### src/rtl/io_led_seq_if.sv
// IO store bus into the LED sequencer window: byte enables, word address, data.
interface io_led_seq_if;
  logic [3:0]  st_we_io;
  logic [9:0]  st_adr_io;
  logic [31:0] st_data_io;

  modport master (output st_we_io, st_adr_io, st_data_io);
  modport slave  (input  st_we_io, st_adr_io, st_data_io);
endinterface

### src/rtl/io_led_seq.sv
// RGB LED sequencer: static colour or 4-step pattern (one-shot/looped) with PWM dimming.
//
//   state  | meaning
//   S_IDLE | colour comes from LED register
//   S_RUN  | colour comes from PAT[idx], stepping every STEP_LEN cycles
module io_led_seq #(
  parameter int PWM_BITS  = 8,
  parameter int STEP_BITS = 24
) (
  input  logic        clk,
  input  logic        rst,
  io_led_seq_if.slave bus,
  output logic [2:0]  rgb_led,
  output logic        seq_busy,
  output logic        seq_done
);
  typedef enum logic {S_IDLE = 1'b0, S_RUN = 1'b1} state_t;

  state_t               state_q, state_d;
  logic [2:0]           led_q, led_d;
  logic [2:0]           ctrl_q, ctrl_d;   // {pwm_en, loop, seq_en}
  logic [STEP_BITS-1:0] step_len_q, step_len_d;
  logic [STEP_BITS-1:0] cnt_q, cnt_d;
  logic [PWM_BITS-1:0]  duty_q, duty_d;
  logic [PWM_BITS-1:0]  pwm_cnt_q;
  logic [2:0]           pat_q [4];
  logic [2:0]           pat_d [4];
  logic [1:0]           idx_q, idx_d;
  logic [2:0]           rgb_q, rgb_d;
  logic                 done_q, done_d;

  logic                 wr, wr_led, wr_ctrl, wr_step, wr_duty, wr_pat;
  logic [STEP_BITS-1:0] step_last;
  logic                 step_end;
  logic [2:0]           colour;
  logic                 unused_bus;

  assign wr      = bus.st_we_io[0];
  assign wr_led  = wr && (bus.st_adr_io == 10'd0);
  assign wr_ctrl = wr && (bus.st_adr_io == 10'd1);
  assign wr_step = wr && (bus.st_adr_io == 10'd2);
  assign wr_duty = wr && (bus.st_adr_io == 10'd3);
  assign wr_pat  = wr && (bus.st_adr_io[9:2] == 8'd1);

  assign unused_bus = ^{bus.st_we_io[3:1], bus.st_data_io};

  // A step length of zero behaves as one cycle per step.
  assign step_last = (step_len_q == '0) ? '0 : step_len_q - STEP_BITS'(1);
  assign step_end  = (cnt_q >= step_last);

  always_comb begin
    state_d    = state_q;
    led_d      = led_q;
    ctrl_d     = ctrl_q;
    step_len_d = step_len_q;
    duty_d     = duty_q;
    pat_d      = pat_q;
    idx_d      = idx_q;
    cnt_d      = cnt_q;
    done_d     = 1'b0;
    colour     = 3'b000;

    if (wr_led)  led_d      = bus.st_data_io[2:0];
    if (wr_ctrl) ctrl_d     = bus.st_data_io[2:0];
    if (wr_step) step_len_d = bus.st_data_io[STEP_BITS-1:0];
    if (wr_duty) duty_d     = bus.st_data_io[PWM_BITS-1:0];
    if (wr_pat)  pat_d[bus.st_adr_io[1:0]] = bus.st_data_io[2:0];

    case (state_q)
      S_IDLE: begin
        if (wr_ctrl && bus.st_data_io[0]) begin
          state_d = S_RUN;
          idx_d   = 2'd0;
          cnt_d   = '0;
        end
      end
      S_RUN: begin
        // A CTRL write overrides whatever the step counter would have done.
        if (wr_ctrl) begin
          state_d = bus.st_data_io[0] ? S_RUN : S_IDLE;
          idx_d   = 2'd0;
          cnt_d   = '0;
        end else if (step_end) begin
          cnt_d = '0;
          idx_d = idx_q + 2'd1;
          if (idx_q == 2'd3 && !ctrl_q[1]) begin
            state_d   = S_IDLE;
            ctrl_d[0] = 1'b0;
            done_d    = 1'b1;
          end
        end else begin
          cnt_d = cnt_q + STEP_BITS'(1);
        end
      end
      default: state_d = S_IDLE;
    endcase

    colour = (state_q == S_RUN) ? pat_q[idx_q] : led_q;
    if (ctrl_q[2] && !(pwm_cnt_q < duty_q)) colour = 3'b000;
    rgb_d = colour;
  end

  always_ff @(posedge clk) begin
    if (rst) begin
      state_q    <= S_IDLE;
      led_q      <= '0;
      ctrl_q     <= '0;
      step_len_q <= '0;
      duty_q     <= '0;
      pat_q      <= '{default: '0};
      idx_q      <= '0;
      cnt_q      <= '0;
      pwm_cnt_q  <= '0;
      rgb_q      <= '0;
      done_q     <= 1'b0;
    end else begin
      state_q    <= state_d;
      led_q      <= led_d;
      ctrl_q     <= ctrl_d;
      step_len_q <= step_len_d;
      duty_q     <= duty_d;
      pat_q      <= pat_d;
      idx_q      <= idx_d;
      cnt_q      <= cnt_d;
      pwm_cnt_q  <= pwm_cnt_q + PWM_BITS'(1);
      rgb_q      <= rgb_d;
      done_q     <= done_d;
    end
  end

  assign rgb_led  = rgb_q;
  assign seq_busy = (state_q == S_RUN);
  assign seq_done = done_q;
endmodule

### src/flat_wrapper.sv
// flat-port wrapper written by rule: the top's interface ports become plain ports
module io_led_seq_flat 
#(
  parameter int PWM_BITS  = 8,
  parameter int STEP_BITS = 24
)
  (clk, rst, rgb_led, seq_busy, seq_done, bus_st_we_io, bus_st_adr_io, bus_st_data_io);
  io_led_seq_if bus_i ();
  input  logic clk;
  input  logic rst;
  output logic [2:0] rgb_led;
  output logic seq_busy;
  output logic seq_done;
  input wire logic [$bits(bus_i.st_we_io)-1:0] bus_st_we_io;
  input wire logic [$bits(bus_i.st_adr_io)-1:0] bus_st_adr_io;
  input wire logic [$bits(bus_i.st_data_io)-1:0] bus_st_data_io;
  assign bus_i.st_we_io = bus_st_we_io;
  assign bus_i.st_adr_io = bus_st_adr_io;
  assign bus_i.st_data_io = bus_st_data_io;
  io_led_seq #(.PWM_BITS(PWM_BITS), .STEP_BITS(STEP_BITS)) u_core (.clk(clk), .rst(rst), .bus(bus_i), .rgb_led(rgb_led), .seq_busy(seq_busy), .seq_done(seq_done));
endmodule
### config.mk
export PLATFORM = sky130hd
export DESIGN_NAME = io_led_seq_flat
export DESIGN_NICKNAME = d
export VERILOG_FILES = /design/src/rtl/io_led_seq_if.sv /design/src/rtl/io_led_seq.sv /design/src/flat_wrapper.sv
export SDC_FILE = /design/constraint.sdc
export NUM_CORES = 1
export LEC_CHECK = 0
export BUFFER_PORTS_ARGS = -buffer_cell sky130_fd_sc_hd__buf_2
export CAP_MARGIN = 15
export CORE_UTILIZATION = 42
export CTS_CLUSTER_DIAMETER = 80
export DETAILED_ROUTE_END_ITERATION = 10
export PLACE_DENSITY_LB_ADDON = 0.3
export SETUP_SLACK_MARGIN = 0.5
export SYNTH_ARGS = -nofsm -noshare
export SYNTH_HDL_FRONTEND = slang
export SYNTH_SLANG_ARGS = --single-unit
### constraint.sdc
create_clock -name clk -period 11.45 [get_ports clk]
set_input_delay 1.145 -clock clk [delete_from_list [all_inputs] [get_ports clk]]
set_output_delay 1.145 -clock clk [all_outputs]
set_load 0.1 [all_outputs]
Word level (Yosys, flattened, before mapping). Cells that the tools add are included.

Register bits after elaboration: 88. Input port bits: 48. Output and inout bits: 5. Logic and storage cells: 73.

$add $sub $neg: 4. Magnitude comparators: 5. Equality and inequality tests: 7. Multiplexer cells: 23. Bitwise gates (word level): 4. Reductions and logical operators: 16.

Operators with widths (count): $mux 24 (4); $pmux 24 s2 (1); $add 24x1->24 const B (1); $ge 24x24->1 (1); $logic_not 24->1 (1); $sub 24x1->24 const B (1); $eq 10x2->1 const B (2); $bwmux 12 (1); $mux 3 (4); $eq 10x1->1 const B (1); $logic_not 10->1 (1); $logic_and 1x1->1 (9); $add 8x1->8 const B (1); $eq 8x1->1 const B (1); $lt 8x8->1 (1); $bmux 3 s2 (1); $demux 3 s2 (1); $ge 3x3->1 const B (2); $mux 1 (6); $mux 2 (3); $not 2->3 (2); $pmux 2 s2 (1); $reduce_or 4->1 (1); $lt 3x1->1 const B (1); 9 further kinds (11).

Longest topological paths before layout. Gate-level depths: netlist of run 1.

Depth in word-level cells: 6. Depth in mapped cells: 17. Depth with buffers taken out: 15.

Worst setup path after synthesis of run 1. No wires, ideal clock.

Path kind: flip-flop to flip-flop. Start: register u_core.step_len_q[12]. End: register u_core.cnt_q[17]. Library setup time: 62 ps. Data arrival time: 4165 ps. Data required time: 11388 ps. Setup slack: 7223 ps. Stages on the path, launching flop included: 17. Buffers on the path: 2. Period minus slack after synthesis: 4227 ps. Path through: dfxtp_1 or4_4 nor4_4 nand2_2 or3_1 or3_1 buf_2 and2_2 ha_1 nand2b_1 a2111oi_0 a2111oi_0 o211a_1 or3_1 buf_2 or3_1 nand3_1.

Word-level cells in the longest chain between the ends: 6. Elaborated cells between the ends (all ways): 7. Classes of those cells: 1 x add/sub; 1 x order compare; 4 x mux; 1 x reduce/logical.

Ends and longest elaborated chain: from (decl) (line io_led_seq.sv:22) `logic [STEP_BITS-1:0] step_len_q, step_len_d;`; from (signal assigned) (line io_led_seq.sv:120) `step_len_q <= step_len_d;`; $sub 24x1->24 / $logic_not 24->1 (equally long branches) (line io_led_seq.sv:48) `assign step_last = (step_len_q == '0) ? '0 : step_len_q - STEP_BITS'(1);`; $mux 24 * (line io_led_seq.sv:48); $ge 24x24->1 * (line io_led_seq.sv:49) `assign step_end = (cnt_q >= step_last);`; $mux 24 * (line io_led_seq.sv:83) `end else if (step_end) begin`; $mux 24 * (line io_led_seq.sv:79) `if (wr_ctrl) begin`; $pmux 24 s2 * (line io_led_seq.sv:69) `case (state_q)`; to (signal assigned) (line io_led_seq.sv:124) `cnt_q <= cnt_d;`; to (decl) (line io_led_seq.sv:23) `logic [STEP_BITS-1:0] cnt_q, cnt_d;`.

Mark *: on every way between the ends. The rest lies on a longest branch, timed or not. A chain may end at the register's enable or synchronous reset.

Worst setup path in the final report of run 1.
Start: register u_core.step_len_q[4]. End: register u_core.cnt_q[6].

The elaborated chain is that of the path after synthesis.

==> results of run 1 <==
==> sequential cells by signal, summed over array words and instances (netlist names) <==
register,cells
u_core.pat_q,12
u_core.idx_q,2
u_core.pwm_cnt_q,8
u_core.seq_done,1
u_core.duty_q,8
u_core.seq_busy,1
u_core.step_len_q,24
u_core.cnt_q,24
u_core.led_q,3
u_core.ctrl_q,2
u_core.rgb_led,3
==> layout by cell type, fill, tap and decap left out, types with 6 or more instances in the layout <==
| cell type | synthesis | final |
|---|---|---|
| nand2_1 | 102 | 102 |
| ha_1 | 36 | 36 |
| dfxtp_1 | 88 | 88 |
| or3_1 | 13 | 13 |
| o21ai_0 | 19 | 19 |
| and3_1 | 8 | 8 |
| nor4_1 | 6 | 6 |
| inv_1 | 21 | 21 |
| buf_2 | 5 | 41 |
| clkbuf_16 | 0 | 9 |
| xnor2_1 | 6 | 6 |
| xor2_1 | 23 | 23 |
| nor3_1 | 11 | 11 |
| nor2_1 | 48 | 48 |
| mux2i_1 | 30 | 30 |
| nand3_1 | 37 | 37 |
| a21oi_1 | 48 | 48 |
==> per-stage QoR <==
| stage | cell area, um2 | hold slack [ps] |
|---|---|---|
| floorplan | 4850 | 418 |
| global placement | 5120 | 436 |
| detailed placement | 5120 | 447 |
| CTS | 5440 | 462 |
| global route | 5450 | 482 |
| finish | 5450 | 459 |
==> power by group <==
group	switching, mW	internal (mW)	leakage (nW)
combinational	0.0148	0.0101	1.29
sequential	0.000929	0.307	0.709
clock	0.128	0.178	0.151
==> final cells by class <==
class | count | area [um2] | share of cell area, %
multi-input combinational | 452 | 2890 | 53.0
tap | 140 | 175 | 3.21
clock inverter | 6 | 75.1 | 1.38
inverter | 21 | 78.8 | 1.45
clock buffer | 10 | 239 | 4.38
timing repair buffer | 44 | 234 | 4.29
sequential | 88 | 1760 | 32.3
==> how the worst min path moves through the flow <==
stage,startpoint,to
after global routing,u_core.pwm_cnt_q[0]$_SDFF_PP0_,u_core.pwm_cnt_q[0]$_SDFF_PP0_
final,u_core.pwm_cnt_q[0]$_SDFF_PP0_,u_core.pwm_cnt_q[0]$_SDFF_PP0_
after floorplan,u_core.ctrl_q[1]$_SDFFE_PP0P_,u_core.seq_done$_SDFF_PP0_
after detailed placement,u_core.pwm_cnt_q[0]$_SDFF_PP0_,u_core.pwm_cnt_q[0]$_SDFF_PP0_
after global placement,u_core.pwm_cnt_q[0]$_SDFF_PP0_,u_core.pwm_cnt_q[0]$_SDFF_PP0_
after CTS,u_core.pwm_cnt_q[0]$_SDFF_PP0_,u_core.pwm_cnt_q[0]$_SDFF_PP0_
==> worst max-delay path, cell delays in order (launching register included) <==
cell and delay, ps:
dfxtp_1 360, or4_1 600, or3_4 390, nor3_4 230
nand3_1 110, or3_1 630, and2_2 340, ha_1 260
nand2b_1 140, a2111oi_0 470, a2111oi_0 150, o211a_1 270
or3_1 650, or3_1 450, o21ai_0 90
==> cells by family after synthesis <==
kind of cell	after synthesis	synth area share (%)
simple gates	263	26.5
compound gates	91	10.9
flops	88	36.3
buf+inv	47	4.20
fa+ha+maj	36	9.28
mux	33	7.58
xor+xnor	29	5.23
==> metal layers <==
layer | wire length, um | GRT usage (%)
met3 | 330 | 2.90
met5 | 0 | 0
met2 | 5500 | 34.7
met4 | 76 | 5.05
met1 | 4660 | 22.9
==> impl_metrics.yaml, run 1 <==
job:
  drv_cap: 0
clocking:
  clk_latency_ps: 330
  cts_resized: 0
  cts_root_buffer: "clkbuf_16"
  h-tree-depth: 3
  hold_buffers: 0
  cts_tree: "built"
  cts.sink_count: 88
  cts_buffer_depth: 2
  cts.clk_slew.worst_paths_ps: 70
  postCtsSetupRepairBufs: 0
  cts_buffers: 9
logic_synthesis:
  yosysSeqAreaShare_pct: 36.3
  ys_warn_count: 0
  yosysMostFrequentCell: "nand2_1"
  synth_area_leader_cell: "dfxtp_1"
  synthArstFlopShare_pct: 0
  ys_types: 56
  synth_common_cells: "nand2_1, dfxtp_1, a21oi_1, nor2_1, nand3_1"
  ys.flop_type: "dfxtp_1"
  synth_edf_count: 0
  synth_top_area_share_pct: 36.3
  netlist_top_cells_area: "dfxtp_1, ha_1, nand2_1"
  synthCells: 587
  synthesis.area_per_instance_um2: 8.27
  synth_seq_cells: 88
  synth_area_mm2: 0.00485
  syn-num-nets: 671
worst_setup_path:
  required_ps: 11700
  critPathLaunchType: "flop"
  critPathArrivalTime_ps: 5470
  timing.rr.start: "u_core.step_len_q[4]$_SDFFE_PP0P_"
  cp-end-kind: "flop"
  rr_endpoint: "u_core.cnt_q[6]$_SDFFE_PP0P_"
  worst-setup-path-type: "reg2reg"
  cp_max_fo: 23
  crit_end: "u_core.cnt_q[6]$_SDFFE_PP0P_"
  r2r_cells: 14
  startpoint: "u_core.step_len_q[4]$_SDFFE_PP0P_"
  ff2ff_setup_slack_ps: 6230
floorplanning:
  coreArea_mm2: 0.0110
  die-area_mm2: 0.0120
  dieHeight_um: 110
  io_pins: 53
  rows: 38
  start_util_pct: 44.0
  fp.dieW_um: 110
sta:
  finalHoldViolCount: 0
  rsz0062_at_grt: "no"
  worst_pin_slew_ps: 951
  fmax_ghz: 0.192
  period_minus_slack_ps: 5220
  setup_viol: 0
  maxSlewViolCount: 0
  fin_ws_ps: 6230
  maxSlewHeadroom_pct: 36.4
  timing.setup.tns_ps: 0
  timing.final.crit_share_pct: 45.6
  finalClockSkew_ps: 6.31
min_path:
  hold_depth: 1
  hp-class: "reg2reg"
global_routing:
  grt_overflow: 0
  grt_pass1_wl_mm: 17.9
  first_global_vias: 3919
  antenna_found_initial: 0
  gr-usage-all-layers_pct: 18.9
  grt_max_degree: 67
place:
  place_ws_ps: 6140
  port_buffers: 41
  hpwl_mm: 7.83
  placedCellCount: 744
  routabilityCongestion: 0.827
layout:
  nets: 700
  fillers: 1048
  post-route-util_pct: 49.4
  diodes: 0
  drive_above_1_share_pct: 12.2
  syn_to_final_growth_pct: 12.3
  instances_no_fill: 761
drt:
  dr.pass1.iters: 4
  wirelength_mm: 10.6
  via_per_inst: 5.40
  drc_errors: 0
  first_iter_violations: 139
  wl_per_cell_um: 13.9
  drtAntennaViolNets: 0
  vias: 4109
pwr:
  power_mw: 0.639
  p_leak_nw: 2.15
  irDropWorstVdd_mv: 0.0600
  powerDensity_mw_per_mm2: 117
run_status:
  status: "finished, final reports clean"
Power figures use the tool's default switching activity.
==> run 2: changes to the inputs <==
- clock period: 11.45 -> 4.5 ns (I/O delays scaled with it)
==> impl_metrics.yaml, run 2 (synthesized netlist as in run 1, its figures left out) <==
pwr:
  irDropWorstVdd_mv: 0.224
  p_leak_nw: 2.32
  p_sw_share_pct: 23.9
  powerDensity_mw_per_mm2: 282
  intPower_mw: 1.25
  clockPowerShare_pct: 48.1
  seqPwrFrac_pct: 47.4
  switching_power_mw: 0.395
  power_mw: 1.65
  combPwrFrac_pct: 4.5
worst_setup_path:
  cp_max_fo: 6
  ff2ff_setup_slack_ps: 350
  worst-setup-path-type: "reg2reg"
  required_ps: 4780
  rr_endpoint: "u_core.cnt_q[6]$_SDFFE_PP0P_"
  r2r_cells: 16
  timing.rr.start: "u_core.step_len_q[13]$_SDFFE_PP0P_"
  cp-end-kind: "flop"
  startpoint: "u_core.step_len_q[13]$_SDFFE_PP0P_"
  critPathArrivalTime_ps: 4430
  critPathLaunchType: "flop"
floorplanning:
  io_pins: 53
  die-area_mm2: 0.0120
  fp.dieW_um: 110
  dieHeight_um: 110
  start_util_pct: 44.0
  coreArea_mm2: 0.0110
  rows: 38
min_path:
  min_to: "u_core.step_len_q[18]$_SDFFE_PP0P_"
  hold_start: "bus_st_data_io[18]"
  hp-class: "in2reg"
  hold_depth: 3
sta:
  finalClockSkew_ps: 10.0
  timing.final.crit_share_pct: 92.3
  timing.setup.tns_ps: 0
  setup_viol: 0
  maxSlewHeadroom_pct: 36.9
  period_minus_slack_ps: 4150
  rsz0062_at_grt: "yes"
  maxSlewViolCount: 0
  fin_ws_ps: 348
  finalHoldViolCount: 0
  fmax_ghz: 0.241
  worst_pin_slew_ps: 942
layout:
  regArea_mm2: 0.00177
  mostFrequentLayoutCell: "nand2_1"
  fillers: 1008
  diodes: 0
  post-route-util_pct: 53.0
  syn_to_final_growth_pct: 20.5
  multi_input_area_mm2: 0.00311
  finalInstanceArea_mm2: 0.00585
  top_regs: "u_core.cnt_q: 24 flops, u_core.step_len_q: 24 flops, u_core.pat_q: 12 flops"
  final_cell_mix: "nand2_1, dfxtp_1, nor2_1, a21oi_1, buf_2"
  drive_above_1_share_pct: 19.8
  nets: 724
place:
  hpwl_mm: 7.88
  routabilityCongestion: 0.808
  port_buffers: 41
  place_ws_ps: -88.8
  post_dp_cell_area_mm2: 0.00522
drt:
  wirelength_mm: 11.4
  first_iter_violations: 151
  dr.pass1.iters: 4
  wl_per_cell_um: 14.5
  drtAntennaViolNets: 0
  vias: 4244
  via_per_inst: 5.41
  drc_errors: 0
clocking:
  cts.sink_count: 88
  cts_buffer_depth: 2
  cts_root_buffer: "clkbuf_16"
  cts_tree: "built"
  hold_buffers: 0
  cts_buffers: 9
  cts.clk_slew.worst_paths_ps: 70
  h-tree-depth: 3
  clk_latency_ps: 340
run_status:
  status: "finished, final reports clean"
global_routing:
  antenna_found_initial: 0
  grt_overflow: 0
  gr-usage-all-layers_pct: 20.1
  grt_max_degree: 66
  first_global_vias: 4143
  grt_pass1_wl_mm: 18.8
job:
  drv_cap: 0
[run 2: changes by cell type in the layout (fill, tap and decap cells not counted), sizes merged]
cell / change
buf: +23
clkbuf: -2
inv: +2
or3: +2
clkinv: -1
[run 2: timing repair]
item                                    in CTS  in global routing
gates cloned                                 3                  0
pin swaps                                   21                 12
resized for setup                           30                  7
setup buffers                               13                  3
endpoints found under the setup margin      28                 28
[run 2: layout make-up]
cell class | instances | share of cell area (%)
multi-input cells | 454 | 53.1
flip-flops and latches | 88 | 30.2
repair buffers | 66 | 7.00
clock buffers | 9 | 3.85
well taps | 140 | 3.00
clock inverters | 7 | 1.48
inverters | 21 | 1.35
[run 2: worst max-delay path: stages, from the launching register on]
cell and delay, ps:
dfxtp_4 340, or4_4 530, nor4_4 210, nand2_2 110, or3_4 350, or3_4 410
buf_6 150, a21oi_2 130, ha_1 260, nand4_1 210, nor2_1 100, a22oi_2 210
nand3_2 170, buf_6 160, or3_4 360, or3_1 310, o21ai_1 70
[run 2: metal layers]
layer / vias to the layer above / share of wire (%) / global-route usage (%)
met2: 72 / 51 / 36.5
met1: 1993 / 43 / 23.2
li1: 2149 / - / -
met5: - / 0 / 0
met3: 30 / 2.7 / 2.85
met4: 0 / 2.9 / 9.43
[run 2: metrics by stage]
| step | hold slack [ps] | cells |
|---|---|---|
| floorplan | 418 | 587 |
| global placement | 436 | 750 |
| detailed placement | 444 | 750 |
| CTS | 334 | 782 |
| global route | 341 | 785 |
| finish | 338 | 785 |
[run 2: power groups by stage]
| stage | Sequential, mW | Combinational, mW | Clock [mW] |
|---|---|---|---|
| 2_1_floorplan | 0.801 | 0.0370 | 0 |
| 3_3_place_gp | 0.801 | 0.0620 | 0 |
| 3_5_place_dp | 0.801 | 0.0646 | 0 |
| 4_1_cts | 0.782 | 0.0733 | 0.803 |
| 5_1_grt | 0.783 | 0.0813 | 0.828 |
| 6_report | 0.782 | 0.0741 | 0.793 |
[run 2: worst max-delay path by stage]
stage / end / slack, ps
global placement: u_core.cnt_q[16]$_SDFFE_PP0P_ / -10
floorplan: u_core.cnt_q[14]$_SDFFE_PP0P_ / 430
detailed placement: u_core.cnt_q[20]$_SDFFE_PP0P_ / -90
finish: u_core.cnt_q[6]$_SDFFE_PP0P_ / 350
CTS: u_core.seq_done$_SDFF_PP0_ / 500
global route: u_core.cnt_q[15]$_SDFFE_PP0P_ / 200
